## config.mk

```make
export PLATFORM = sky130hd
export DESIGN_NAME = function_freq_meas
export DESIGN_NICKNAME = d
export VERILOG_FILES = /design/src/rtl/function_freq_meas.sv
export SDC_FILE = /design/constraint.sdc
export NUM_CORES = 1
export LEC_CHECK = 0
export CAP_MARGIN = 20
export CORE_MARGIN = 5
export CORE_UTILIZATION = 31
export DETAILED_ROUTE_END_ITERATION = 10
export GPL_ROUTABILITY_DRIVEN = 0
export MAX_ROUTING_LAYER = met4
export SLEW_MARGIN = 20
export SYNTH_ARGS = -nofsm -noshare
export SYNTH_HDL_FRONTEND = slang
export SYNTH_SLANG_ARGS = --single-unit
```

## constraint.sdc

```tcl
create_clock -name clk -period 2.8 [get_ports clk]
set_input_delay 0.42 -clock clk [delete_from_list [all_inputs] [get_ports clk]]
set_output_delay 0.42 -clock clk [all_outputs]
set_load 0.03 [all_outputs]
```

## src/rtl/function_freq_meas.sv

```systemverilog
// function_freq_meas: recovers a DDS frequency word from its sample stream.
// Define FUNCTION_FREQ_MEAS_ROUND_EN for a round-to-nearest estimate.
`default_nettype none

module function_freq_meas #(
   parameter int MID  = 128,
   parameter int HYST = 8,
   parameter int NPER = 4,
   parameter int CW   = 16
) (
   input  logic          clk,
   input  logic          rst_n,
   input  logic          sample_en,
   input  logic [7:0]    data_in,
   input  logic          meas_start,
   output logic          busy,
   output logic          done,
   output logic          timeout,
   output logic [CW-1:0] period_cnt,
   output logic [7:0]    f_word_est
);

   localparam logic [7:0]    HI_TH = 8'(MID + HYST);
   localparam logic [7:0]    LO_TH = 8'(MID - HYST);
   localparam int            EW    = $clog2(NPER + 1);
   localparam int            BW    = $clog2(CW + 1);
   localparam logic [CW-1:0] NUM   = CW'(256 * NPER);
   localparam logic [CW-1:0] CMAX  = '1;

   typedef enum logic [2:0] {
      S_IDLE,
      S_ARM,
      S_COUNT,
      S_DIV,
      S_DONE
   } state_t;

   state_t state, state_nx;

   logic          cmp_hi;
   logic          rise;
   logic          accept;
   logic          tmo_hit;
   logic          last_ev;
   logic [CW-1:0] scnt;
   logic [CW-1:0] pc_nx;
   logic [CW-1:0] num_ld;
   logic [EW-1:0] ecnt;
   logic [BW-1:0] bcnt;
   logic [CW-1:0] rem;
   logic [CW-1:0] qn;
   logic [CW:0]   trial;
   logic [CW:0]   diff;

   assign accept  = (state == S_IDLE) && meas_start;
   assign rise    = sample_en && !cmp_hi && (data_in >= HI_TH);
   assign tmo_hit = (scnt == CMAX);
   assign last_ev = rise && (ecnt == EW'(NPER - 1));
   // the sample that completes the last period is counted too
   assign pc_nx   = scnt + CW'(1);

`ifdef FUNCTION_FREQ_MEAS_ROUND_EN
   assign num_ld = NUM + (pc_nx >> 1);
`else
   assign num_ld = NUM;
`endif

   // restoring step: shift one numerator bit into the remainder
   assign trial = {rem, qn[CW-1]};
   assign diff  = trial - {1'b0, period_cnt};

   always_ff @(posedge clk or negedge rst_n) begin
      if (!rst_n) begin
         cmp_hi <= 1'b1;
      end else if (accept) begin
         cmp_hi <= 1'b1;
      end else if (sample_en) begin
         if (!cmp_hi && data_in >= HI_TH)
            cmp_hi <= 1'b1;
         else if (cmp_hi && data_in <= LO_TH)
            cmp_hi <= 1'b0;
      end
   end

   always_ff @(posedge clk or negedge rst_n) begin
      if (!rst_n)
         state <= S_IDLE;
      else
         state <= state_nx;
   end

   always_comb begin
      state_nx = state;
      unique case (state)
         S_IDLE:
            if (meas_start) state_nx = S_ARM;
         S_ARM:
            if (tmo_hit)   state_nx = S_DONE;
            else if (rise) state_nx = S_COUNT;
         S_COUNT:
            if (tmo_hit)      state_nx = S_DONE;
            else if (last_ev) state_nx = S_DIV;
         S_DIV:
            if (bcnt == BW'(CW)) state_nx = S_DONE;
         S_DONE:
            state_nx = S_IDLE;
         default:
            state_nx = S_IDLE;
      endcase
   end

   always_comb begin
      busy = (state == S_ARM) || (state == S_COUNT) || (state == S_DIV);
      done = (state == S_DONE);
   end

   always_ff @(posedge clk or negedge rst_n) begin
      if (!rst_n) begin
         scnt       <= '0;
         ecnt       <= '0;
         bcnt       <= '0;
         rem        <= '0;
         qn         <= '0;
         timeout    <= 1'b0;
         period_cnt <= '0;
         f_word_est <= '0;
      end else begin
         unique case (state)
            S_IDLE: begin
               scnt <= '0;
               ecnt <= '0;
               if (meas_start) timeout <= 1'b0;
            end
            S_ARM: begin
               if (tmo_hit) begin
                  timeout    <= 1'b1;
                  period_cnt <= CMAX;
                  f_word_est <= '0;
               end else if (rise) begin
                  scnt <= '0;
                  ecnt <= '0;
               end else if (sample_en) begin
                  scnt <= scnt + CW'(1);
               end
            end
            S_COUNT: begin
               if (tmo_hit) begin
                  timeout    <= 1'b1;
                  period_cnt <= CMAX;
                  f_word_est <= '0;
               end else begin
                  if (sample_en) scnt <= scnt + CW'(1);
                  if (rise)      ecnt <= ecnt + EW'(1);
                  if (last_ev) begin
                     period_cnt <= pc_nx;
                     qn         <= num_ld;
                     rem        <= '0;
                     bcnt       <= '0;
                  end
               end
            end
            S_DIV: begin
               if (bcnt != BW'(CW)) begin
                  rem  <= diff[CW] ? trial[CW-1:0] : diff[CW-1:0];
                  qn   <= {qn[CW-2:0], ~diff[CW]};
                  bcnt <= bcnt + BW'(1);
               end else begin
                  f_word_est <= (|qn[CW-1:8]) ? 8'hff : qn[7:0];
               end
            end
            S_DONE: begin
               scnt <= '0;
            end
            default: begin
               scnt <= '0;
            end
         endcase
      end
   end

endmodule

`default_nettype wire

```

==> metrics.md <==
| Metric | Value |
|---|---|
| Top_reg_cell synth | `dfrtp_1` |
| Final count of negative-setup-slack endpoints | `0` |
| Final WL | `approximately 12000 um` |
| Flops & latches, synth | `85` |
| Setup Buffers After CTS | `0` |
| Setup WS post-layout | `0.192 ns` |
| Vias per cell | `between 5 and 6` |
| Post-synth top cells | `86 x nand2_1, 84 x dfrtp_1, 44 x nor2_1, 44 x o21ai_0` |
| CTS tree | `done` |
| Layout cell share with drive strength beyond 1 | `0.104` |
| Final period util | `0.931` |
| Maximum number of pins on one net before global-route repair | `47` |
| TritonCTS Sinks | `85` |
| Antenna violations before repair | `0` |
| Post-layout util | `0.378` |
| Asr flop ratio synth | `1.00` |
| Post-synth EDFFs | `0` |
| Maxcap violations | `0` |
| Initial Util | `0.317` |
| Number of H-tree levels | `3` |
| GRT overflow | `0` |
| Diode count | `0` |
| Area delta synth->final | `19.3%` |
| Worst path max stage delay | `just under 0.5 ns` |
| Most frequent cell after synthesis | `nand2_1` |
| Worst hold path class | `input port to asynchronous set/reset pin` |
| Layout fillers | `1615` |
| Max-slew violation count | `0` |
| Share of the yosys chip area belonging to registers | `0.421` |
| Setup Crit Path Kind | `flop to flop` |
| Fmax | `0.383 GHz` |
| Hold-fix buffers, CTS | `0` |
| Pwr Density | `slightly above 800 mW/mm^2` |
| Mapped Nets | `585` |
| CTS clk-pin slew, worst paths | `roughly 0.070 ns` |
| Synth top area cells | `dfrtp_1 42%, nand2_1 6.4%, ha_1 5.2%` |
| R2R Path End | `rem[9]$_DFFE_PN0P_` |
| Warnings from Yosys | `0` |
| R2R Path Start | `qn[15]$_DFFE_PN0P_` |
| Cell Chain, Critical Path | `inv_1, ha_1, inv_1, fa_2, a211oi_2, o211ai_1, nand3_1, mux2i_1, and3_4, buf_12, or4_1, nand3_1` |
| Worst-Margin Slew | `roughly 1.0 ns` |
| Status | `finished clean` |
| Die X | `138 um` |
| Non-filler cells, final | `between 800 and 900` |
| Delay-heaviest family, CP | `simple AND/OR/NAND/NOR gates` |
| Port buffer count | `38` |
| Clock period minus final worst setup slack | `between 2 and 3 ns` |
| Avg Inst Size Synth | `just over 9 sq um` |
| First DRT Iteration DRCs | `roughly 250` |
| Reg-to-reg setup timing slack | `roughly 0.19 ns` |
| Critical-path top delay cell | `or4_1` |
| Crit end category | `flop` |
| Routed vias | `just over 4000` |
| Rows | `46` |
| Cell area after synthesis | `just over 0.005 sq mm` |
| Core area | `roughly 0.016 sq mm` |
| Max-slew headroom | `0.301` |
| Die Y | `between 100 and 150 um` |
| First-pass GRT wire length | `about 20000 um` |
| Worst EP required | `between 3 and 4 ns` |
| Setup Skew | `0.00829 ns` |
| VDD IR max | `about 0.37 mV` |
| Clock Tree Root | `clkbuf_16` |
| Syn Inst Count | `around 550` |
| Synth top area share | `0.416` |
| Deepest clock path buffer count | `2` |
| Routed WL per cell | `around 15 um` |
| # IOs | `39` |
| DP Wirelength | `8870 um` |
| Pre-CTS setup slack | `-0.0185 ns` |
| Number of global-route vias before repair | `about 4200` |
| DR pass1 iterations | `4` |
| Antenna viol nets, final | `0` |
| Static leakage | `between 0.002 and 0.003 uW` |
| Overall Global Routing Usage | `0.140` |
| Count of final hold-check violations | `0` |
| R2R cell count | `12` |
| Dpl cells | `just under 800` |
| Cell accounting for the most synthesized area | `dfrtp_1` |
| Critical path startpoint category | `flop` |
| Worst-Skew Late Latency | `between 0.3 and 0.4 ns` |
| Num CTS Buffers | `9` |
| Die ar. | `about 0.019 sq mm` |
| CP max FO | `6` |
| Fin nets | `roughly 630` |
| RSZ-0062 raised after global routing | `true` |
| Final setup TNS | `0 ns` |
| Distinct cells, synth | `65` |
| Drt drc | `0` |
| WP data arrival | `about 2.9 ns` |
| Number of buffer and inverter stages on the critical path | `3` |
-- routing by layer --
metal | vias up | GRT usage | share of wire
met4 | 0 | 0.0532 | 0.018
met1 | 1965 | 0.172 | 0.47
met3 | 16 | 0.0263 | 0.027
met5 | - | - | 0
met2 | 71 | 0.228 | 0.48
li1 | 2009 | - | -
-- what timing repair did --
action	in CTS	in global routing
resized for setup	1	3
pin swaps	0	3
endpoints found under the setup margin	5	15
-- layout by cell type, fill, tap and decap left out, types with 3 or more instances in the layout --
cell type	netlist	final
a21oi_1	23	23
dfrtp_1	84	84
nor3_1	5	5
a21oi_2	3	3
a32oi_1	4	4
buf_4	2	18
inv_1	25	25
xnor2_1	25	25
o211ai_1	5	5
mux2i_1	12	12
nand3_1	20	20
clkbuf_16	0	9
clkdlybuf4s50_1	0	37
ha_1	21	21
nand4_1	6	6
o21ai_0	44	44
xor2_1	18	18
or3_1	3	3
a21o_1	4	4
nor2b_1	7	7
nor2_1	44	44
a2bb2oi_2	10	10
a2bb2oi_1	5	5
and3_1	4	3
nand2b_1	4	4
nor4_1	3	3
o31ai_1	7	7
nand2_1	86	86
o21ai_1	10	10
-- worst reg2reg max path: cells and delay by family, from the launching register on --
kind                       cells  cell delay (ns)
AOI/OAI and AO/OA              2             0.39
adders and majority gates      2             0.53
buffers and inverters          3             0.26
DFF                            1             0.38
muxes                          1             0.09
and+or+nand+nor                4             0.90
-- worst max path at each step --
stage,end,cells after the start,slack (ns),from
after floorplan,rem[1]$_DFFE_PN0P_,12,0.15,period_cnt[0]$_DFFE_PN0P_
after global placement,rem[9]$_DFFE_PN0P_,12,0.11,qn[15]$_DFFE_PN0P_
after detailed placement,rem[5]$_DFFE_PN0P_,12,-0.02,qn[15]$_DFFE_PN0P_
after CTS,rem[9]$_DFFE_PN0P_,12,0.01,qn[15]$_DFFE_PN0P_
after global routing,rem[9]$_DFFE_PN0P_,12,-0.03,qn[15]$_DFFE_PN0P_
final,rem[9]$_DFFE_PN0P_,12,0.19,qn[15]$_DFFE_PN0P_
-- sequential cells by signal (all words and copies together) (netlist names) --
signal	cells
bcnt	5
qn	16
scnt	16
timeout	1
ecnt	3
period_cnt	16
f_word_est	8
cmp_hi	1
rem	16
state	3
-- per-stage QoR --
step	total power (uW)	hold slack (ns)	area, sq um
floorplan	3140	0.124	5050
global placement	3640	0.461	5710
detailed placement	3710	0.463	5710
CTS	4990	0.0851	6010
global route	5300	0.120	6030
finish	4960	0.0819	6030
-- layout make-up --
cell class	instances	area, sq um	area share
multi-input cells	414	2700	0.448
flip-flops and latches	85	2130	0.353
repair buffers	56	526	0.0872
well taps	216	270	0.0448
clock buffers	11	253	0.0419
inverters	25	93.8	0.0156
clock inverters	4	55.1	0.00913
-- power by group --
group / internal, uW / leakage (uW) / switching [uW]
Sequential: 1540 / 0.00105 / 283
Clock: 741 / 0.000149 / 508
Combinational: 785 / 0.00146 / 1090
-- cell families after synthesis --
family,Yosys count,synth area share
AO/OA/AOI/OAI,134,0.184
XOR/XNOR,43,0.0745
AND/OR/NAND/NOR,203,0.194
flip-flops,85,0.421
multiplexers,12,0.0238
adder cells (fa/ha/maj),22,0.0560
buffers and inverters,52,0.0468
(Power assumes the default switching activity.)
